**src/rtl/audio_voice_scheduler.sv**
```systemverilog
// Audio voice scheduler: polls each voice round-robin for one signed sample,
// mixes the samples, attenuates the sum and writes one left-justified stereo
// frame into the audio output FIFO.
module audio_voice_scheduler #(
  parameter int NUM_VOICES = 4,
  parameter int SAMPLE_W   = 7,
  parameter int TIMEOUT    = 16
) (
  input  logic                           CLOCK_50,
  input  logic                           resetn,
  input  logic                           enable,
  input  logic [NUM_VOICES-1:0]          voice_mask,
  input  logic [2:0]                     master_shift,
  output logic [NUM_VOICES-1:0]          voice_req,
  input  logic [NUM_VOICES-1:0]          voice_ack,
  input  logic [NUM_VOICES*SAMPLE_W-1:0] voice_data,
  input  logic                           audio_out_allowed,
  output logic                           write_audio_out,
  output logic [31:0]                    left_channel_audio_out,
  output logic [31:0]                    right_channel_audio_out,
  output logic                           frame_done,
  output logic [NUM_VOICES-1:0]          voice_timeout,
  output logic [1:0]                     dbg_state
);

  localparam int ACC_W  = SAMPLE_W + $clog2(NUM_VOICES);
  localparam int IDX_W  = $clog2(NUM_VOICES);
  localparam int TCNT_W = $clog2(TIMEOUT);
  localparam logic [IDX_W-1:0]  LAST_IDX  = IDX_W'(NUM_VOICES - 1);
  localparam logic [TCNT_W-1:0] TCNT_LAST = TCNT_W'(TIMEOUT - 1);

  typedef enum logic [1:0] {IDLE, FETCH, WAIT_OUT, WRITE} state_t;

  state_t                     state, state_n;
  logic [IDX_W-1:0]           idx, idx_n;
  logic signed [ACC_W-1:0]    acc, acc_n;
  logic [TCNT_W-1:0]          tcnt, tcnt_n;
  logic [NUM_VOICES-1:0]      req, req_n;
  logic [NUM_VOICES-1:0]      tmo, tmo_n;
  logic                       voice_done;
  logic signed [ACC_W-1:0]    shifted;
  logic signed [SAMPLE_W-1:0] samples [NUM_VOICES];

  // Unpack the flat voice data bus into one signed sample per voice.
  for (genvar g = 0; g < NUM_VOICES; g++) begin : g_unpack
    assign samples[g] = voice_data[g*SAMPLE_W +: SAMPLE_W];
  end

  // Attenuated mix of the accumulator value that will be current in WRITE.
  assign shifted = acc_n >>> master_shift;

  assign voice_req     = req;
  assign voice_timeout = tmo;
  assign dbg_state     = state;

  // Voice handshake: the scheduler raises voice_req[i] (one-hot) and holds it
  // until the first posedge where voice_ack[i] is sampled high; that edge
  // transfers voice_data[i] and req drops after it. Acks on any bit that is
  // not currently requested are ignored. A voice that leaves req high for
  // TIMEOUT cycles is skipped and contributes zero.

  // Next-state, accumulator, request and timeout logic.
  always_comb begin
    state_n    = state;
    idx_n      = idx;
    acc_n      = acc;
    tcnt_n     = tcnt;
    req_n      = req;
    tmo_n      = tmo;
    voice_done = 1'b0;
    case (state)
      IDLE: begin
        if (enable && audio_out_allowed) begin
          acc_n   = '0;
          idx_n   = '0;
          tcnt_n  = '0;
          state_n = FETCH;
        end
      end
      FETCH: begin
        if (req == '0) begin
          // Mask is looked at live, only when this voice's turn begins.
          if (voice_mask[idx]) begin
            req_n  = NUM_VOICES'(1) << idx;
            tcnt_n = '0;
          end else begin
            voice_done = 1'b1;
          end
        end else if (voice_ack[idx]) begin
          // An ack in the final timeout cycle still wins.
          acc_n      = acc + ACC_W'(samples[idx]);
          req_n      = '0;
          voice_done = 1'b1;
        end else if (tcnt == TCNT_LAST) begin
          tmo_n[idx] = 1'b1;
          req_n      = '0;
          voice_done = 1'b1;
        end else begin
          tcnt_n = tcnt + 1'b1;
        end
        if (voice_done) begin
          if (idx == LAST_IDX) begin
            state_n = audio_out_allowed ? WRITE : WAIT_OUT;
          end else begin
            idx_n = idx + 1'b1;
          end
        end
      end
      WAIT_OUT: begin
        if (audio_out_allowed) begin
          state_n = WRITE;
        end
      end
      WRITE: begin
        state_n = IDLE;
      end
      default: begin
        state_n = IDLE;
      end
    endcase
  end

  // State, datapath and output registers; the output word and strobes are
  // loaded on the edge that enters WRITE so they are valid during WRITE.
  always_ff @(posedge CLOCK_50 or negedge resetn) begin
    if (!resetn) begin
      state                   <= IDLE;
      idx                     <= '0;
      acc                     <= '0;
      tcnt                    <= '0;
      req                     <= '0;
      tmo                     <= '0;
      write_audio_out         <= 1'b0;
      frame_done              <= 1'b0;
      left_channel_audio_out  <= '0;
      right_channel_audio_out <= '0;
    end else begin
      state           <= state_n;
      idx             <= idx_n;
      acc             <= acc_n;
      tcnt            <= tcnt_n;
      req             <= req_n;
      tmo             <= tmo_n;
      write_audio_out <= (state_n == WRITE);
      frame_done      <= (state_n == WRITE);
      if (state_n == WRITE) begin
        left_channel_audio_out  <= {shifted, {(32-ACC_W){1'b0}}};
        right_channel_audio_out <= {shifted, {(32-ACC_W){1'b0}}};
      end
    end
  end

endmodule

```
**config.mk**
```make
export PLATFORM = sky130hd
export DESIGN_NAME = audio_voice_scheduler
export DESIGN_NICKNAME = d
export VERILOG_FILES = /design/src/rtl/audio_voice_scheduler.sv
export SDC_FILE = /design/constraint.sdc
export NUM_CORES = 1
export LEC_CHECK = 0
export BUFFER_PORTS_ARGS = -buffer_cell sky130_fd_sc_hd__buf_2
export CAP_MARGIN = 0
export CORE_MARGIN = 2
export CORE_UTILIZATION = 50
export DETAILED_ROUTE_END_ITERATION = 8
export GPL_TIMING_DRIVEN = 0
export PLACE_DENSITY = 0.81
export SLEW_MARGIN = 25
export SYNTH_ARGS = -nofsm -noshare
export SYNTH_HDL_FRONTEND = slang
export SYNTH_SLANG_ARGS = --single-unit
```
**constraint.sdc**
```tcl
create_clock -name CLOCK_50 -period 4.4 [get_ports CLOCK_50]
set_input_delay 0.22 -clock CLOCK_50 [delete_from_list [all_inputs] [get_ports CLOCK_50]]
set_output_delay 0.22 -clock CLOCK_50 [all_outputs]
set_load 0.01 [all_outputs]
```
==> out/qor.csv, run 1 <==
stage,metric,value,unit
outcome,status,"finished, final reports clean",
pwr,p_switching,1.185,mW
timing,fin_hold_ws,1.728,ps
cells_and_area,diodes,0,
cells_and_area,drive_gt1_share,36.06,%
worst_setup_path,cp_max_fo,10,
detailed_routing,vias_per_cell,5.412,
floorplanning,die_h,82.60,µm
pwr,clock_power_share,12.2,%
pwr,powerDensity,661.1,nW/µm²
synthesis,syn_inst,328,
floorplanning,io_pins,119,
synthesis,ys_types,65,
floorplanning,row_count,28,
place,dp_hpwl,5.716,mm
timing,layout_setup_ws,556.9,ps
timing,worst_pin_slew,800.6,ps
clock_tree,cts_buffers,5,
clock_tree,cts.path.max_buffers,2,
place,place_inst,519,
clock_tree,cts_setup_buffers,0,
timing,slew_headroom,46.62,%
timing,rsz0062_at_grt,no,
timing,drv_slew,0,
pwr,p_leak,2.042,nW
worst_setup_path,cp-end-kind,flip-flop,
detailed_routing,routedWlPerCell,14.00,µm
worst_setup_path,critPathKind,reg -> reg,
global_route,first_global_vias,2577,
floorplanning,die-area,6823,µm²
pwr,ir_drop,0.3342,mV
clock_tree,clk-insertion-delay-late,290,ps
detailed_routing,drtPass1Iterations,5,
clock_tree,cts_tree,yes,
timing,fmax,260.2,MHz
pwr,swShare,46.80,%
cells_and_area,layout_common_cells,"buf_2 (73), buf_4 (57), conb_1 (46)",
synthesis,syn_area,3089,µm²
place,pre_cts_slack,436.2,ps
cells_and_area,fin_cells,527,
floorplanning,start_util,51.87,%
global_route,grt_remaining_overflow,0,
floorplanning,coreArea,5956,µm²
synthesis,synth_edf_count,0,
pwr,power,2.532,mW
floorplanning,die_w,82.60,µm
detailed_routing,wirelength,7.377,mm
synthesis,yosysWarnings,0,
global_route,grt_pass1_wl,11.87,mm
cells_and_area,fin_area,3830,µm²
global_route,track_usage,22.63,%
global_route,grt_max_degree,36,
clock_tree,clock_sinks,35,
pwr,p_comb_share,66.8,%
pwr,p_int,1.347,mW
worst_setup_path,critical_path.startpoint_type,flip-flop,
place,placed_area,3707,µm²
worst_setup_path,arrival,4020,ps
timing,fin_crit,3843,ps
cells_and_area,area.growth.synth_to_final,23.98,%
cells_and_area,final_common_cell,buf_2,
synthesis,netlist.area_leader.share,28.35,%
synthesis,synth_ff_type,dfrtp_1,
timing,fin_crit_sh,87.34,%
pwr,p_seq_share,21.0,%
cells_and_area,nFillCells,531,
synthesis,yosys.area.top_type,dfrtp_1,
detailed_routing,first_iter_violations,177,
clock_tree,clk_pin_slew,70,ps
synthesis,ys_top_cells_by_area,"dfrtp_1 (28%), buf_4 (14%), ha_1 (5.3%), mux4_1 (5.1%), nand2_1 (3.6%)",
place,port_buffers,71,
timing,fin_skew,4.262,ps
place,gp_congestion,0.8589,
global_route,antenna_found_initial,0,
detailed_routing,vias,2852,
synthesis,synth_seq_area_share,28.35,%
timing,setup_viol,0,
clock_tree,htreeDepth,2,
synthesis,synthArstFlopShare,100.0,%
detailed_routing,drc,0,
synthesis,synth-seq-cells,35,
detailed_routing,ant_nets,0,
timing,hold_viol,0,
timing,tns,0,ps
clock_tree,clockRootBuffer,clkbuf_8,
synthesis,syn_area_per_cell,9.418,µm²
worst_setup_path,cp.required,4580,ps
hold_path,hp-class,in -> async,
job,max-cap-violations,0,
cells_and_area,final_util,64.31,%
cells_and_area,fin_nets,508,
cells in the mapped netlist, drive strengths merged, types with 2 or more instances:
master,n
nand4,2
o211ai,3
mux2,5
nor2b,2
clkbuf,8
a31o,2
dfrtp,35
a221oi,2
a311oi,9
a2111oi,5
or4,4
a21o,6
mux4,10
or3,4
o311ai,2
nand2,31
a211oi,6
and2,4
and3,6
o2111ai,3
a21oi,9
o31ai,5
buf,62
inv,11
ha,13
nor3,5
nand3,13
o22ai,3
a211o,3
o21ai,17
or2,2
mux2i,2
nor2,15
layout make-up:
type,count,area [µm²],area share (%)
repair buffers,71,355.3,9.278
inverters,11,43.79,1.143
well taps,75,93.84,2.450
clock buffers,6,82.58,2.156
plain buffers,70,505.5,13.20
multi-input cells,257,1838,47.99
clock inverters,2,35.03,0.9147
flip-flops and latches,35,875.8,22.87
state kept, by name, indices dropped and copies added, names as in the netlist:
signal,flops
idx,2
tcnt,4
left_channel_audio_out,9
acc,9
frame_done,1
dbg_state,2
voice_req,4
voice_timeout,4
path summary, 6_finish.rpt:
check / slack (ps) / from / to / depth (start not counted)
worst max register to register: 560 / idx[0] / left_channel_audio_out[29] / 11
min in group CLOCK_50: 260 / master_shift[2] / left_channel_audio_out[23] / 2
worst min-delay path: 2 / resetn / voice_timeout[2] / 1
worst max-delay path: 560 / idx[0] / left_channel_audio_out[29] / 11
max in group asynchronous: 3880 / resetn / acc[4] / 1
worst min register to register: 450 / voice_timeout[2] / voice_timeout[2] / 1
worst max-delay path, cell delays in order, from the launching register on:
cell       delay (ps)
dfrtp_1           440
buf_6             200
mux4_1            580
ha_1              230
fa_1              420
a21o_1            240
a2111oi_2         490
or4_1             190
and4_1            200
clkbuf_1          240
nor2_1            140
o311ai_0          350
layer usage:
metal | share of wire [%] | track usage, % | vias up
met2 | 48 | 39.35 | 134
li1 | - | - | 1391
met5 | 0 | 0 | -
met4 | 1.4 | 6.721 | 0
met1 | 42 | 28.72 | 1317
met3 | 8.8 | 3.913 | 10
cells by family after synthesis:
kind of cell / count (synthesis) / synth area share, %
AOI/OAI and AO/OA: 84 / 20.33
muxes: 17 / 10.61
xor gates and xnor gates: 1 / 0.2836
and+or+nand+nor: 95 / 16.61
DFF: 35 / 28.35
buffers and inverters: 81 / 17.78
other: 1 / 0.1214
adders and majority gates: 14 / 5.913
power groups by stage:
stage	clock network (mW)	registers, mW	logic (mW)
final	0.309	0.532	1.69
after global routing	0.327	0.549	1.87
after CTS	0.312	0.534	1.67
after detailed placement	0	0.539	1.65
after global placement	0	0.534	1.60
after floorplan	0	0.547	1.22
timing repair:
item / CTS / global route
hold buffers: 0 / 0
setup endpoints to repair: 0 / 1
resized for setup: 0 / 1
hold endpoints to repair: 0 / 0
(Power assumes the default switching activity.)
==> run 2: changes to the inputs <==
BUFFER_PORTS_ARGS = -buffer_cell sky130_fd_sc_hd__buf_4   (was -buffer_cell sky130_fd_sc_hd__buf_2)
==> run 2 against run 1 <==
Net effect: non-clock buffer count rose by 1; total power rose by 2.7%; cell count rose by 0.19%; via count fell by 0.60%; setup slack got worse by 50 ps; critical path type unchanged; highest routed layer unchanged.
==> out/qor.csv, run 2 (same netlist as run 1, synthesis figures left out) <==
stage,metric,value,unit,change
timing,fin_crit_sh,88.47,%,was 87.34%
place,pre_cts_slack,413.7,ps,was 436.2 ps
global_route,antenna_found_initial,0,,unchanged
detailed_routing,drc,0,,unchanged
clock_tree,clk-insertion-delay-late,290,ps,about the same
worst_setup_path,path_common_cell,a311oi_1,,
cells_and_area,final_common_cell,buf_4,,was buf_2
clock_tree,cts_buffers,5,,unchanged
cells_and_area,drive_gt1_share,35.98,%,was 36.06%
outcome,status,"finished, final reports clean",,unchanged
cells_and_area,layout_common_cells,"buf_4 (128), conb_1 (46), dfrtp_1 (35)",,"was buf_2 (73), buf_4 (57), conb_1 (46)"
hold_path,hp-class,in -> reg,,was in -> async
floorplanning,die-area,6823,µm²,unchanged
timing,setup_viol,0,,unchanged
timing,tns,0,ps,unchanged
worst_setup_path,critical_path.startpoint_type,flip-flop,,unchanged
global_route,grt_max_degree,36,,unchanged
place,gp_congestion,0.8997,,was 0.8589
worst_setup_path,r2r_cells,10,,was 11
global_route,grt_remaining_overflow,0,,unchanged
place,dp_hpwl,5.893,mm,was 5.716 mm
worst_setup_path,critPathKind,reg -> reg,,unchanged
hold_path,holdPathEnd,left_channel_audio_out[23],,
pwr,powerDensity,647.1,nW/µm²,was 661.1 nW/µm²
floorplanning,io_pins,119,,unchanged
clock_tree,cts.path.max_buffers,2,,unchanged
clock_tree,clockRootBuffer,clkbuf_8,,unchanged
hold_path,holdCritStartpoint,master_shift[2],,
clock_tree,htreeDepth,2,,unchanged
timing,rsz0062_at_grt,no,,unchanged
place,placed_area,3885,µm²,was 3707 µm²
worst_setup_path,slowest_stage,mux4_1,,unchanged
floorplanning,die_h,82.60,µm,unchanged
cells_and_area,fin_cells,528,,was 527
worst_setup_path,cp-end-kind,flip-flop,,unchanged
floorplanning,row_count,28,,unchanged
timing,worst_pin_slew,828.2,ps,was 800.6 ps
place,place_inst,519,,unchanged
detailed_routing,vias,2835,,was 2852
cells_and_area,regArea,875.8,µm²,unchanged
clock_tree,clk_pin_slew,80,ps,was 70 ps
place,port_buffers,71,,unchanged
detailed_routing,first_iter_violations,183,,was 177
timing,hold_viol,0,,unchanged
timing,layout_setup_ws,507.2,ps,was 556.9 ps
timing,fmax,256.9,MHz,was 260.2 MHz
global_route,first_global_vias,2578,,was 2577
timing,drv_slew,0,,unchanged
clock_tree,cts_tree,yes,,unchanged
worst_setup_path,r2r_end,left_channel_audio_out[23],,was left_channel_audio_out[29]
cells_and_area,largestRegisters,"acc: 9 flops, left_channel_audio_out: 9 flops",,unchanged
global_route,track_usage,22.94,%,was 22.63%
cells_and_area,fin_nets,509,,was 508
worst_setup_path,crit_family,compound AO/OA/AOI/OAI gates,,unchanged
pwr,ir_drop,0.3741,mV,was 0.3342 mV
job,max-cap-violations,0,,unchanged
worst_setup_path,cp.required,4600,ps,was 4580 ps
cells_and_area,area.growth.synth_to_final,30.05,%,was 23.98%
worst_setup_path,worstPathCellList,buf_6 > mux4_1 > ha_1 > fa_1 > a21o_1 > a2111oi_0 > mux2_2 > a311oi_1 > a221oi_1 > a311oi_1,,was buf_6 > mux4_1 > ha_1 > fa_1 > a21o_1 > a2111oi_2 > or4_1 > and4_1 > clkbuf_1 > nor2_1 > o311ai_0
cells_and_area,fin_area,4018,µm²,was 3830 µm²
floorplanning,coreArea,5956,µm²,unchanged
worst_setup_path,critPathMaxStageDelay,590,ps,was 580 ps
cells_and_area,diodes,0,,unchanged
pwr,p_leak,2.091,nW,was 2.042 nW
worst_setup_path,ff2ff_setup_slack,510,ps,was 560 ps
worst_setup_path,worstReg2RegStart,idx[0],,unchanged
clock_tree,clock_sinks,35,,unchanged
floorplanning,die_w,82.60,µm,unchanged
pwr,power,2.600,mW,was 2.532 mW
worst_setup_path,cp_max_fo,10,,unchanged
detailed_routing,routedWlPerCell,14.37,µm,was 14.00 µm
cells_and_area,nFillCells,497,,was 531
timing,slew_headroom,44.32,%,was 46.62%
hold_path,min_path_cells,2,,
worst_setup_path,arrival,4090,ps,was 4020 ps
global_route,grt_pass1_wl,11.99,mm,was 11.87 mm
detailed_routing,wirelength,7.585,mm,was 7.377 mm
worst_setup_path,cp_num_buf_inv,1,,was 2
cells_and_area,multi_input_area,1838,µm²,unchanged
detailed_routing,ant_nets,0,,unchanged
timing,fin_crit,3893,ps,was 3843 ps
detailed_routing,drtPass1Iterations,4,,was 5
timing,fin_skew,2.594,ps,was 4.262 ps
detailed_routing,vias_per_cell,5.369,,was 5.412
clock_tree,cts_setup_buffers,0,,unchanged
floorplanning,start_util,51.87,%,unchanged
==> run 2: cell types whose count changed in the layout (fill, tap and decap cells not counted), sizes merged <==
| cell | delta |
|---|---|
| dlygate4sd3 | +1 |
==> run 2: area by class of cell <==
cell class / count / area share, %
Sequential cell: 35 / 21.80
Buffer: 70 / 12.58
Clock buffer: 6 / 2.055
Timing Repair Buffer: 72 / 13.52
Inverter: 11 / 1.090
Tap cell: 75 / 2.336
Clock inverter: 2 / 0.8720
Multi-Input combinational cell: 257 / 45.75
==> run 2: worst max-delay path by stage <==
stage	from	endpoint	slack, ps	cells past startpoint
5_1_grt	idx[0]	left_channel_audio_out[29]	160	11
3_3_place_gp	idx[0]	left_channel_audio_out[29]	420	11
3_5_place_dp	idx[0]	left_channel_audio_out[29]	410	11
6_report	idx[0]	left_channel_audio_out[23]	510	10
4_1_cts	idx[0]	left_channel_audio_out[29]	360	11
2_1_floorplan	idx[0]	left_channel_audio_out[24]	930	11
==> run 2: metrics by stage <==
| stage | util (%) | hold slack [ps] |
|---|---|---|
| 2_1_floorplan | - | -75.59 |
| 3_3_place_gp | 65.23 | 193.3 |
| 3_5_place_dp | 65.23 | 201.2 |
| 4_1_cts | 67.37 | 203.8 |
| 5_1_grt | 67.46 | 203.7 |
| 6_report | 67.46 | 202.5 |
==> run 2: power by group <==
group	internal [mW]	switching [mW]
sequential	0.439	0.0995
clock	0.183	0.127
combinational	0.785	0.966
total	1.41	1.19
==> run 2: timing repair <==
action	4_1_cts	5_1_grt
hold buffers	1	0
gates resized for setup	0	1
endpoints found under the hold margin	35	0
setup endpoints to repair	0	3
==> run 2: metal layers <==
layer	share of wire (%)	GRT usage (%)
met5	0	0
met4	1.9	8.525
met3	7.5	3.043
met2	48	38.55
met1	43	30.13
==> run 3: changes to the inputs <==
BUFFER_PORTS_ARGS = default   (was -buffer_cell sky130_fd_sc_hd__buf_4)
CORE_UTILIZATION = 57   (was 50)
DONT_BUFFER_PORTS = 1   (was default)
PLACE_DENSITY = 0.72   (was 0.81)
clock period = 4.48 ns   (was 4.4 ns; I/O delays follow)
==> run 3 against run 2 <==
Net effect: combinational power down 14%; clock power fell by 25%; flip-flop and latch count unchanged; register-to-register slack lost 260 ps; clock skew is 3.3 ps higher; cell count decreased by 14%; critical path type unchanged; critical endpoint is now left_channel_audio_out[29].
==> out/qor.csv, run 3 (same netlist as run 1, synthesis figures left out) <==
stage,metric,value,unit,change
outcome,status,"finished, final reports clean",,unchanged
floorplanning,die_w,77.62,µm,was 82.60 µm
clock_tree,cts.path.max_buffers,2,,unchanged
clock_tree,cts_setup_buffers,0,,unchanged
job,max-cap-violations,0,,unchanged
worst_setup_path,cp.required,4650,ps,was 4600 ps
cells_and_area,drive_gt1_share,23.50,%,was 35.98%
place,place_inst,443,,was 519
worst_setup_path,critPathKind,reg -> reg,,unchanged
timing,setup_viol,0,,unchanged
global_route,grt_max_degree,36,,unchanged
timing,fin_crit_sh,94.58,%,was 88.47%
clock_tree,cts_tree,yes,,unchanged
pwr,swShare,48.83,%,was 45.85%
clock_tree,htreeDepth,2,,unchanged
detailed_routing,wirelength,7.449,mm,was 7.585 mm
cells_and_area,diodes,0,,unchanged
pwr,p_int,1.177,mW,was 1.408 mW
detailed_routing,vias,2635,,was 2835
floorplanning,io_pins,119,,unchanged
detailed_routing,routedWlPerCell,16.44,µm,was 14.37 µm
clock_tree,clk_pin_slew,70,ps,was 80 ps
worst_setup_path,critical_path.startpoint_type,flip-flop,,unchanged
clock_tree,clock_sinks,35,,unchanged
clock_tree,cts_resized,0,,unchanged
cells_and_area,final_common_cell,buf_4,,unchanged
cells_and_area,area.growth.synth_to_final,11.91,%,was 30.05%
cells_and_area,fin_cells,453,,was 528
worst_setup_path,ff2ff_setup_slack,240,ps,was 510 ps
timing,fin_crit,4237,ps,was 3893 ps
detailed_routing,vias_per_cell,5.817,,was 5.369
pwr,powerDensity,665.2,nW/µm²,was 647.1 nW/µm²
worst_setup_path,arrival,4410,ps,was 4090 ps
timing,hold_viol,0,,unchanged
global_route,first_global_vias,2392,,was 2578
cells_and_area,largestRegisters,"acc: 9 flops, left_channel_audio_out: 9 flops",,unchanged
timing,slew_headroom,37.41,%,was 44.32%
timing,drv_slew,0,,unchanged
pwr,ir_drop,0.3534,mV,was 0.3741 mV
global_route,track_usage,24.20,%,was 22.94%
pwr,p_leak,1.728,nW,was 2.091 nW
global_route,grt_pass1_wl,11.65,mm,was 11.99 mm
detailed_routing,first_iter_violations,174,,was 183
detailed_routing,ant_nets,0,,unchanged
worst_setup_path,cp-end-kind,flip-flop,,unchanged
timing,fmax,236.0,MHz,was 256.9 MHz
place,port_buffers,0,,was 71
clock_tree,clockRootBuffer,clkbuf_8,,unchanged
detailed_routing,drc,0,,unchanged
floorplanning,die-area,6025,µm²,was 6823 µm²
floorplanning,coreArea,5172,µm²,was 5956 µm²
timing,rsz0062_at_grt,no,,unchanged
pwr,p_seq_share,24.3,%,was 20.7%
detailed_routing,drtPass1Iterations,4,,unchanged
floorplanning,row_count,26,,was 28
global_route,grt_remaining_overflow,0,,unchanged
place,gp_congestion,0.8571,,was 0.8997
cells_and_area,layout_common_cells,"buf_4 (57), conb_1 (46), dfrtp_1 (35)",,"was buf_4 (128), conb_1 (46), dfrtp_1 (35)"
hold_path,hp-class,in -> reg,,unchanged
pwr,clock_power_share,10.0,%,was 11.9%
timing,tns,0,ps,unchanged
floorplanning,start_util,59.72,%,was 51.87%
clock_tree,cts_buffers,5,,unchanged
floorplanning,die_h,77.62,µm,was 82.60 µm
worst_setup_path,cp_max_fo,10,,unchanged
global_route,antenna_found_initial,0,,unchanged
pwr,p_comb_share,65.7,%,was 67.4%
timing,worst_pin_slew,936.4,ps,was 828.2 ps
cells_and_area,fin_nets,439,,was 509
timing,fin_skew,5.920,ps,was 2.594 ps
clock_tree,clk-insertion-delay-late,300,ps,was 290 ps
pwr,p_switching,1.123,mW,was 1.192 mW
place,dp_hpwl,5.682,mm,was 5.893 mm
==> run 3: changes by cell type in the layout (fill, tap and decap cells not counted), sizes merged <==
cell	delta
buf	-70
bufinv	-1
clkbuf	+1
==> run 3: critical path: stages, from the launching register on <==
cell and delay (ps):
dfrtp_1 450, buf_6 200, mux4_1 600, ha_1 230
fa_1 420, a21o_1 230, a2111oi_1 820, or4_1 220
and4_1 170, clkbuf_1 250, nor2_1 140, o311ai_0 370
==> run 3: path summary, 6_finish.rpt <==
| kind | from | end | cells past startpoint |
|---|---|---|---|
| max in group asynchronous | resetn | frame_done | 2 |
| setup / recovery | idx[0] | left_channel_audio_out[29] | 11 |
| hold reg to reg | tcnt[1] | tcnt[1] | 2 |
| min in group asynchronous | resetn | voice_req[3] | 2 |
| hold / removal | master_shift[2] | left_channel_audio_out[23] | 1 |
| setup reg to reg | idx[0] | left_channel_audio_out[29] | 11 |
==> run 3: power by group through the flow <==
stage	Combinational (mW)	Sequential, mW	Clock, mW
6_report	1.51	0.559	0.231
5_1_grt	1.67	0.577	0.248
4_1_cts	1.50	0.560	0.231
3_3_place_gp	1.44	0.563	0
2_1_floorplan	1.20	0.537	0
3_5_place_dp	1.47	0.565	0
==> run 3: through the flow <==
stage / util, % / hold slack (ps) / total power, mW / worst slack, ps / area [µm²]
finish: 66.84 / 23.72 / 2.300 / 243.0 / 3457
global route: 66.84 / 17.85 / 2.494 / 41.25 / 3457
global placement: 64.68 / -70.96 / 2.002 / 421.1 / 3346
detailed placement: 64.68 / -71.08 / 2.036 / 350.4 / 3346
CTS: 66.84 / 26.61 / 2.288 / 283.2 / 3457
floorplan: - / -71.59 / 1.733 / 1007 / 3258
==> run 3: routing by layer <==
| layer | wire [µm] | vias to the layer above | GRT usage [%] |
|---|---|---|---|
| met5 | 0 | - | 0 |
| met4 | 104 | 0 | 6.786 |
| met3 | 677 | 12 | 5.581 |
| met2 | 3604 | 135 | 40.09 |
| met1 | 3063 | 1228 | 31.69 |
| li1 | - | 1260 | - |
==> run 3: area by class of cell <==
type,instances,area (µm²)
multi-input combinational,257,1833
fill,441,1715
sequential,35,875.8
buffer,70,505.5
tap,70,87.58
clock buffer,7,76.32
inverter,11,43.79
timing repair buffer,2,30.03
clock inverter,1,5.005
==> run 3: repair_timing <==
action / 4_1_cts / 5_1_grt
endpoints found under the hold margin: 35 / 0
endpoints found under the setup margin: 0 / 0
hold buffers: 2 / 0
